### src/rtl/quad_pkg.sv
// rtl/quad_pkg.sv - phase/transition types and the quadrature step classifier
package quad_pkg;

    typedef enum logic [1:0] {
        S00 = 2'b00,
        S01 = 2'b01,
        S11 = 2'b11,
        S10 = 2'b10
    } phase_t;

    typedef enum logic [1:0] {
        X_NONE,
        X_UP,
        X_DOWN,
        X_ILLEGAL
    } xfer_t;

    // Successor of a phase in the counting-up direction: S00->S01->S11->S10->S00.
    function automatic phase_t next_up(input phase_t p);
        phase_t n;
        case (p)
            S00:     n = S01;
            S01:     n = S11;
            S11:     n = S10;
            S10:     n = S00;
            default: n = S00;
        endcase
        return n;
    endfunction

    // Gray-code property: a legal step flips exactly one bit, so any step that is
    // neither "no change" nor "both bits" is either the up successor or the down one.
    function automatic xfer_t classify(input phase_t prev, input phase_t cur);
        logic [1:0] diff;
        diff = prev ^ cur;
        if (diff == 2'b00)
            return X_NONE;
        else if (diff == 2'b11)
            return X_ILLEGAL;
        else if (next_up(prev) == cur)
            return X_UP;
        else
            return X_DOWN;
    endfunction

endpackage

### src/rtl/sync_2ff.sv
// rtl/sync_2ff.sv - W-bit two-flop synchronizer, no reset
//  clk   in  clock of the receiving domain
//  d     in  W-bit asynchronous input
//  q     out W-bit synchronized output (two clk of latency)
module sync_2ff #(
    parameter int W = 2
) (
    input  logic         clk,
    input  logic [W-1:0] d,
    output logic [W-1:0] q
);

    logic [W-1:0] meta;
    logic [W-1:0] stable;

    // Deliberately unreset so the chain keeps sampling the pins while rst is held.
    always_ff @(posedge clk) begin
        meta   <= d;
        stable <= meta;
    end

    assign q = stable;

endmodule

### src/rtl/quad_decoder.sv
// rtl/quad_decoder.sv - quadrature A/B receiver with direction, step pulse and position count
//  clk         in   single clock, posedge
//  rst         in   synchronous reset, active-high
//  quad_a      in   phase A, asynchronous
//  quad_b      in   phase B, asynchronous
//  en          in   1 = count legal steps, 0 = track phase/direction only
//  step        out  one-cycle pulse per counted legal transition
//  UorD        out  direction of the last legal transition, 1 = up
//  count       out  wrap-around position count
//  err         out  one-cycle pulse when both phases changed together
//  err_sticky  out  latched err, cleared only by rst
module quad_decoder
    import quad_pkg::*;
#(
    parameter int length = 4
) (
    input  logic              clk,
    input  logic              rst,
    input  logic              quad_a,
    input  logic              quad_b,
    input  logic              en,
    output logic              step,
    output logic              UorD,
    output logic [length-1:0] count,
    output logic              err,
    output logic              err_sticky
);

    localparam logic [length-1:0] COUNT_ONE = {{(length-1){1'b0}}, 1'b1};

    logic [1:0] sync_ab;
    phase_t     cur_phase;
    phase_t     prev_phase;
    xfer_t      xfer;

    sync_2ff #(.W(2)) u_sync (
        .clk (clk),
        .d   ({quad_a, quad_b}),
        .q   (sync_ab)
    );

    assign cur_phase = phase_t'(sync_ab);
    assign xfer      = classify(prev_phase, cur_phase);

    // Tracks the synchronized phase even during reset, so releasing rst never
    // sees a stale previous phase and cannot produce a spurious step or err.
    always_ff @(posedge clk) begin
        prev_phase <= cur_phase;
    end

    always_ff @(posedge clk) begin
        if (rst) begin
            count      <= '0;
            UorD       <= 1'b1;
            step       <= 1'b0;
            err        <= 1'b0;
            err_sticky <= 1'b0;
        end else begin
            step <= 1'b0;
            err  <= 1'b0;
            case (xfer)
                X_UP: begin
                    UorD <= 1'b1;
                    if (en) begin
                        step  <= 1'b1;
                        count <= count + COUNT_ONE;
                    end
                end
                X_DOWN: begin
                    UorD <= 1'b0;
                    if (en) begin
                        step  <= 1'b1;
                        count <= count - COUNT_ONE;
                    end
                end
                X_ILLEGAL: begin
                    err        <= 1'b1;
                    err_sticky <= 1'b1;
                end
                default: ;
            endcase
        end
    end

endmodule

### config.mk
export PLATFORM = sky130hd
export DESIGN_NAME = quad_decoder
export DESIGN_NICKNAME = d
export VERILOG_FILES = /design/src/rtl/quad_pkg.sv /design/src/rtl/sync_2ff.sv /design/src/rtl/quad_decoder.sv
export SDC_FILE = /design/constraint.sdc
export NUM_CORES = 1
export LEC_CHECK = 0
export CORE_MARGIN = 5
export CORE_UTILIZATION = 43
export CTS_CLUSTER_DIAMETER = 60
export DETAILED_ROUTE_END_ITERATION = 16
export PLACE_DENSITY = 0.68
export SYNTH_ARGS = -nofsm -noshare
export SYNTH_HDL_FRONTEND = slang
export SYNTH_SLANG_ARGS = --single-unit
### constraint.sdc
create_clock -name clk -period 2 [get_ports clk]
set_input_delay 0.3 -clock clk [delete_from_list [all_inputs] [get_ports clk]]
set_output_delay 0.3 -clock clk [all_outputs]
set_load 0.01 [all_outputs]
## Yosys cells after proc, flatten, opt, wreduce, memory -nomap -nowiden

Cells that the tools add are included.

- Memory bits (writable): 0
- Memories kept: 0
- Bits in registers: 14
- Latch bits: 0
- Output and inout port bits: 8
- Bits of input ports: 5
- Logic and storage cells: 40
- ROM bits: 0

- Equality and inequality tests: 10
- Multipliers: 0
- Reductions and logical operators: 6
- Magnitude comparators: 0
- Bitwise logic cells: 2
- Div/mod/pow operators: 0
- Add/sub/neg operators: 2
- Muxes and demuxes: 12
- Shifts and indexed selects: 0

Operators with widths:

| kind | number |
|---|---|
| $eq A2 B2 Y1 const B | 5 |
| $mux W2 | 5 |
| $mux W4 | 2 |
| $pmux W2 S4 | 1 |
| $pmux W4 S2 | 1 |
| $add A4 B1 Y4 const B | 1 |
| $eq A2 B1 Y1 const B | 2 |
| $logic_not A2 Y1 | 2 |
| $ne A2 B2 Y1 const B | 2 |
| $reduce_or A2 Y1 | 2 |
| $sub A4 B1 Y4 const B | 1 |
| $reduce_and A3 Y1 | 1 |
| $eq A2 B2 Y1 | 1 |
| $mux W1 | 2 |
| $pmux W1 S2 | 1 |
| $reduce_bool A2 Y1 | 1 |
| $xor A2 B2 Y2 | 1 |
| $not A1 Y1 | 1 |

## Logic depth before layout (Yosys ltp)

- Depth after elaboration: 12
- Gate-level depth with buffers: 12
- Depth with buffers taken out: 11

## By module

From an unflattened synthesis, not the netlist that was laid out.

- Cells, all modules: 63
- Area, all modules: 620.6 um^2

Modules (own cells, without submodules):

| module | times used | seq. area each (um^2) | cells an instance | area an instance (um^2) |
|---|---|---|---|---|
| quad_decoder | 1 | 200.2 | 59 | 540.5 |
| sync_2ff | 1 | 80.1 | 4 | 80.1 |

## Worst setup path after synthesis

Ideal clock, no wire load.

- Path type: reg2reg
- From: register prev_phase[0]
- To: register count[2]
- Setup slack: -164 ps
- Path buffers: 1
- Stages on the path, launching flop included: 13
- Required time: 1,884 ps
- Clock period less this slack: 2,164 ps
- Library setup time: 116 ps
- Arrival time: 2,048 ps
- Cell sequence: dfxtp_1 > clkbuf_1 > nand2b_1 > nand3_1 > o21ai_0 > inv_1 > ha_1 > xor2_1 > ha_1 > a21oi_1 > xnor2_1 > a21oi_1 > a31o_2

- Word-level cells in the longest chain between the ends: 11
- Elaborated cells on any way between the ends: 21
- Those cells by class: eq/ne (9); mux (7); bitwise (1); reduce/logical (4)

Ends and longest elaborated chain:

| element | line | RTL |
|---|---|---|
| start, declared | quad_decoder.sv:33 | `phase_t prev_phase;` |
| start signal, assigned | quad_decoder.sv:48 | `prev_phase <= cur_phase;` |
| $eq A2 B2 Y1 (tied with other cells) | quad_pkg.sv:21 | `case (p)` |
| $pmux W2 S4 | quad_pkg.sv:21 |  |
| $mux W2 | quad_pkg.sv:38 | `else if (diff == 2'b11)` |
| $mux W2 | quad_pkg.sv:36 | `if (diff == 2'b00)` |
| $eq A2 B2 Y1 | quad_pkg.sv:40 | `else if (next_up(prev) == cur)` |
| $mux W2 | quad_pkg.sv:40 |  |
| $mux W2 | quad_pkg.sv:38 |  |
| $mux W2 (*) | quad_pkg.sv:36 |  |
| $eq A2 B1 Y1 or $eq A2 B2 Y1 (tied branches) | quad_decoder.sv:61 | `case (xfer)` |
| $ne A2 B2 Y1 (no source line) or $reduce_bool A2 Y1 (tied branches) | n/a |  |
| $reduce_and A3 Y1 (no source line) | n/a |  |
| end signal, assigned | quad_decoder.sv:66 | `count <= count + COUNT_ONE;` |
| end signal, assigned | quad_decoder.sv:73 | `count <= count - COUNT_ONE;` |
| end, declared | quad_decoder.sv:24 | `output logic [length-1:0] count,` |

Mark *: on every way between the ends. The rest lies on a longest branch, timed or not. The select of a mux whose other input is x is not followed.
A chain may end at the register's enable or synchronous reset.

## Worst setup path after layout

Same ends and word-level chain as after synthesis.

==> flow_summary.toml <==
[run_status]
status = "finished, violations left"
violations = "setup timing"

[floorplanning]
initial_core_util_pct = 43.9
fp.dieH_um = 48.5
die_area_mm2 = 0.00235
pin_count = 13
chipWidth_um = 48.5
row_count = 14
core-area_mm2 = 0.00145

[timing]
skew_ps = 2.08
max_slew_margin_pct = 81.1
setup_viol = 1
fin_crit_ps = 2010
worst_pin_slew_ps = 282
setup_slack_ps = -10.4
finalMaxSlewViolations = 0
hold_viol = 0
grt_setup_unrepaired = "yes"
fin_crit_sh_pct = 101
fmax_mhz = 497

[synth]
syn_area_per_cell_um2 = 9.52
yosys_warnings = 0
synth_area_um2 = 638
synth.area.top_cells = "dfxtp_1 (44%), ha_1 (7.8%), nand2b_1 (4.9%)"
ys_types = 26
synthCells = 67
synth_area_leader_cell = "dfxtp_1"
synth.ff_latch_count = 14
seq_area_frac_synth_pct = 43.9
syn_nets = 76
synth_top_area_share_pct = 43.9

[critical_path]
critPathKind = "reg -> reg"
endpoint_kind = "flop"
start_kind = "flop"
cp.required_ps = 2170
path_max_fanout = 7
crit_arrival_ps = 2180

[finish]
layout.nets = 101
layout-drive-gt1-share_pct = 33.3
area_growth_pct = 47.3
diodes = 0
stdcell_area_um2 = 940

[pwr]
peakVddDrop_uv = 566
p_leak_nw = 0.379
p_per_area_mw_per_mm2 = 823

[clock_network]
cts_made_buffers = 3
clkLatencyLatePin_ps = 270
clkSinkCount = 14
clockBufferDepth = 2
hold_buffers = 0
cts_root_buf = "clkbuf_4"
clkTransAtPathRegs_ps = 80
cts_max_level = 1
cts_tree = "yes"

[place]
place.gp.congestion = 0.771
dpl.hpwl_um = 838
portBuffers = 12
place_area_um2 = 818
pre_cts_slack_ps = -82.2

[global_route]
antenna_found_initial = 0
grt_pass1_wl_um = 2010
grt_overflow = 0
grt_pass1_vias = 479
grt_usage_pct = 10.5
grt_max_degree = 8

[drt]
drc = 0
drt-total-wl_um = 1200
wl_per_cell_um = 11.3
vias = 537
ant_nets = 0
via_per_inst = 5.07
drtPass1Iterations = 4
drtIter0Drc = 3

[worst_hold_path]
hold_class = "reg -> reg"

[flow_run]
max_cap_viol_count = 0
-- placed cells by master, fill, tap and decap left out, drive strengths merged, types with 2 or more instances in the layout --
cell and count:
nand2b 5, nor2 7, nand2 4, clkdlybuf4s50 12, buf 10, a21oi 4
o21ai 4, xnor2 2, xor2 3, mux2i 2, dfxtp 14, clkbuf 3
inv 3, ha 4
-- power breakdown --
group / leakage (nW) / switching (mW) / internal, mW
sequential: 0.117 / 0.0391 / 0.311
combinational: 0.248 / 0.112 / 0.160
clock: 0.0138 / 0.0816 / 0.0696
-- logic make-up after synthesis --
| kind of cell | Yosys count | synth area share, % |
|---|---|---|
| multiplexers | 2 | 3.14 |
| AO/OA/AOI/OAI | 15 | 17.3 |
| XOR/XNOR | 5 | 6.86 |
| flip-flops | 14 | 43.9 |
| adder cells (fa/ha/maj) | 4 | 7.84 |
| buffers and inverters | 5 | 2.94 |
| AND/OR/NAND/NOR | 22 | 18.0 |
-- synthesized netlist by cell type (all sizes together) --
cell type,n
ha,4
a21oi,4
clkbuf,2
mux2i,2
nand3,1
inv,3
a21bo,1
a31o,1
nor2,7
a221oi,1
nor4,1
a311o,1
nand2b,5
nand4b,1
nand3b,1
o211ai,1
xnor2,2
nor3b,1
nor3,1
o21ba,1
dfxtp,14
o21ai,4
xor2,3
nand2,4
o2bb2ai,1
-- critical path: stages, from the launching register on --
cell	delay [ps]
dfxtp_4	370
o211ai_1	260
o21ai_4	140
ha_4	200
xor2_1	160
ha_2	210
a21oi_2	40
xnor2_1	220
a21oi_1	90
a31o_2	210
-- per-layer routing --
layer | vias up | track usage [%] | part of all wire (%)
li1 | 282 | - | -
met1 | 245 | 13.5 | 47
met2 | 10 | 16.3 | 49
met3 | 0 | 2.15 | 3.9
met4 | 0 | 5.38 | 0
met5 | - | 0 | 0
-- flip-flops by register name (all words and copies together), names as in the netlist --
register,flops
step,1
u_sync.meta,2
err,1
count,4
prev_phase,2
err_sticky,1
u_sync.q,2
UorD,1
-- per-stage QoR --
step / util [%] / total power, mW / TNS, ps / hold WS [ps] / instances
after floorplan: - / 0.478 / 0 / 310 / 67
after global placement: 56.3 / 0.571 / -88.5 / 313 / 99
final: 64.6 / 0.773 / -10.4 / 328 / 106
after global routing: 64.6 / 0.821 / -123 / 333 / 106
after detailed placement: 56.3 / 0.575 / -135 / 315 / 99
after CTS: 58.4 / 0.725 / -8.48 / 330 / 102
-- final cells by class --
cell class,count,area [um2]
fill,110,514
multi-input combinational,48,403
sequential,14,288
timing repair buffer,22,195
clock buffer,3,22.5
tap,16,20.0
inverter,3,11.3
-- timing repair --
action | 4_1_cts | 5_1_grt
resized for setup | 5 | 14
pin swaps | 0 | 8
setup endpoints to repair | 2 | 2
setup buffers | 0 | 4
gates cloned | 0 | 0
-- path summary, 6_finish.rpt --
| path | from | end | slack [ps] | depth (start not counted) |
|---|---|---|---|---|
| min reg2reg | u_sync.meta[0]$_DFF_P_ | u_sync.q[0]$_DFF_P_ | 330 | 0 |
| min | u_sync.meta[0]$_DFF_P_ | u_sync.q[0]$_DFF_P_ | 330 | 0 |
| max | prev_phase[0]$_DFF_P_ | count[2]$_SDFFE_PP0P_ | -10 | 9 |
| max reg2reg | prev_phase[0]$_DFF_P_ | count[2]$_SDFFE_PP0P_ | -10 | 9 |
(Power assumes the default switching activity.)
==> RTL edit: new RTL, same flow settings <==
Register the output `count` once more, with the module's reset; this adds one clock of latency there. The other outputs are not delayed to match.
--- a/src/rtl/quad_decoder.sv
+++ b/src/rtl/quad_decoder.sv
@@ -30,2 +30,4 @@
 
+    logic [length-1:0] count_s0;
+
     logic [1:0] sync_ab;
@@ -52,3 +54,3 @@
         if (rst) begin
-            count      <= '0;
+            count_s0   <= '0;
             UorD       <= 1'b1;
@@ -65,3 +67,3 @@
                         step  <= 1'b1;
-                        count <= count + COUNT_ONE;
+                        count_s0 <= count_s0 + COUNT_ONE;
                     end
@@ -72,3 +74,3 @@
                         step  <= 1'b1;
-                        count <= count - COUNT_ONE;
+                        count_s0 <= count_s0 - COUNT_ONE;
                     end
@@ -84,2 +86,10 @@
 
+    always_ff @(posedge clk) begin
+        if (rst) begin
+            count <= '0;
+        end else begin
+            count <= count_s0;
+        end
+    end
+
 endmodule
Formal check against the unedited RTL: not equivalent (Yosys sat finds a counterexample within 4 cycles, from zero or initial values and one cycle with rst high).
==> RTL edit against the unedited design <==
- design area increased by 6.3%
- fmax increased by 1.0%
- sequential cell count increased by 4
- synthesized area increased by 10%
- routed wire length increased by 4.7%
- setup slack improved by 0.021 ns
- sequential share of layout area increased by 6.5 points
- final cell count increased by 2.8%
- critical path depth increased by 1
- power increased by 5.1%
==> RTL edit: results (changes against the unedited design) <==
Run status
  – Outcome: finished clean (was finished, violations left)

Synthesis
  – Compound-Gate Fraction of Synth Area: 10.3% (was 17.3%)
  – Post-synthesis mux area share: 4.44% (was 3.14%)
  – Most frequent cells after synthesis: dfxtp_1, a21oi_1, nand2_1, nor2b_1, o21ai_0 (was dfxtp_1, nor2_1, nand2b_1)
  – Mapped Nets: 80 (was 76)
  – Adder-cell share of the synthesized area: 7.10% (was 7.84%)
  – Seq/Total Area, Yosys: 51.2% (was 43.9%)
  – Distinct cell type count after synthesis: 22 (was 26)
  – Area contributors post-synth: dfxtp_1, ha_1, xor2_1 (was dfxtp_1, ha_1, nand2b_1)
  – Synth Area in XOR/XNOR: 6.22% (was 6.86%)

Global route
  – First-pass GRT wire length: 2.11 mm (was 2.01 mm)
  – GRT Overall Usage: 10.4% (was 10.5%)
  – Pin count of the biggest net entering global routing: 12 (was 8)

Route
  – Wire length per cell: 11.5 um (was 11.3 um)
  – Via density: 5.07 (about the same)

Timing
  – Setup Viol. Count Final: 0 (was 1)
  – Final min period: 1.99 ns (was 2.01 ns)
  – Clock Skew: 0.00562 ns (was 0.00208 ns)

Setup path
  – CP Data Arrival Time: 2.21 ns (was 2.18 ns)
  – Crit path to: count_s0[2]$_SDFFE_PP0P_ (was count[2]$_SDFFE_PP0P_)
  – Worst Reg2Reg Path Length in Cells: 10 (was 9)

Pwr
  – Maximum vdd ir drop: 0.501 mV (was 0.566 mV)
  – P_int: 589 uW (was 541 uW)

Final layout
  – Layout cell share with drive strength beyond 1: 32.3% (was 33.3%)
  – Final Net Count: 104 (was 101)

Place
  – Hpwl dp: 830 um (was 838 um)

Clock tree
  – Clk pin slew, worst setup/hold paths: 0.10 ns (was 0.08 ns)
-- RTL edit: changes by cell type in the layout (fill, tap and decap cells not counted), moves of 2 or more --
cell,unedited run,this run
dfxtp_1,10,14
nand2b_1,5,1
nand2b_4,0,2
nor2_1,6,4
nor2b_1,0,5
o21ai_1,0,2
-- RTL edit: cell type report --
class / instances / area, um2
fillers: 121 / 526
multi-input cells: 48 / 387
well taps: 16 / 20.0
flip-flops and latches: 18 / 370
inverters: 3 / 11.3
clock buffers: 3 / 22.5
repair buffers: 21 / 188
-- RTL edit: what timing repair did --
item	in CTS	in global routing
resized for setup	5	17
buffers inserted	2	2
setup endpoints to repair	1	2
pin swaps	1	8
-- RTL edit: stage by stage --
step / cells / total power, uW / util [%] / instance area (um2) / hold slack, ns
after global placement: 102 / 603 / 57.5 / 876 / 0.310
final: 109 / 813 / 65.5 / 998 / 0.331
after global routing: 109 / 867 / 65.5 / 998 / 0.339
after CTS: 107 / 790 / 60.8 / 926 / 0.336
after detailed placement: 102 / 609 / 57.5 / 876 / 0.314
after floorplan: 71 / 537 / - / 709 / 0.310
-- RTL edit: cell families (layout without fill, tap and decap cells) --
| logic type | count (synthesis) | after routing |
|---|---|---|
| AND/OR/NAND/NOR | 23 | 23 |
| flip-flops | 18 | 18 |
| AO/OA/AOI/OAI | 13 | 13 |
| XOR/XNOR | 5 | 5 |
| buffers and inverters | 5 | 27 |
| adder cells (fa/ha/maj) | 4 | 4 |
| multiplexers | 3 | 3 |
-- RTL edit: worst min-delay path by stage --
stage | slack, ns | endpoint | startpoint
floorplan | 0.31 | u_sync.q[0]$_DFF_P_ | u_sync.meta[0]$_DFF_P_
global placement | 0.31 | u_sync.q[1]$_DFF_P_ | u_sync.meta[1]$_DFF_P_
detailed placement | 0.31 | u_sync.q[0]$_DFF_P_ | u_sync.meta[0]$_DFF_P_
CTS | 0.34 | u_sync.q[1]$_DFF_P_ | u_sync.meta[1]$_DFF_P_
global route | 0.34 | u_sync.q[0]$_DFF_P_ | u_sync.meta[0]$_DFF_P_
finish | 0.33 | u_sync.q[1]$_DFF_P_ | u_sync.meta[1]$_DFF_P_
-- RTL edit: metal layers --
| layer | global-route usage [%] | vias to the layer above | routed length, um | part of all wire, % |
|---|---|---|---|---|
| met5 | 0 | - | 0 | 0 |
| met4 | 3.83 | 0 | 21 | 1.7 |
| met3 | 4.14 | 2 | 72 | 5.7 |
| met2 | 16.7 | 10 | 582 | 46 |
| met1 | 12.3 | 260 | 579 | 46 |
| li1 | - | 281 | - | - |
-- RTL edit: worst max-delay path, stage by stage, from the launching register on --
cell and delay (ns):
dfxtp_4 0.40, mux2i_2 0.22, o21ai_2 0.09, inv_2 0.08
ha_4 0.14, xor2_1 0.16, ha_2 0.19, a21oi_2 0.04
xor2_1 0.15, or3_1 0.36, a21oi_2 0.11
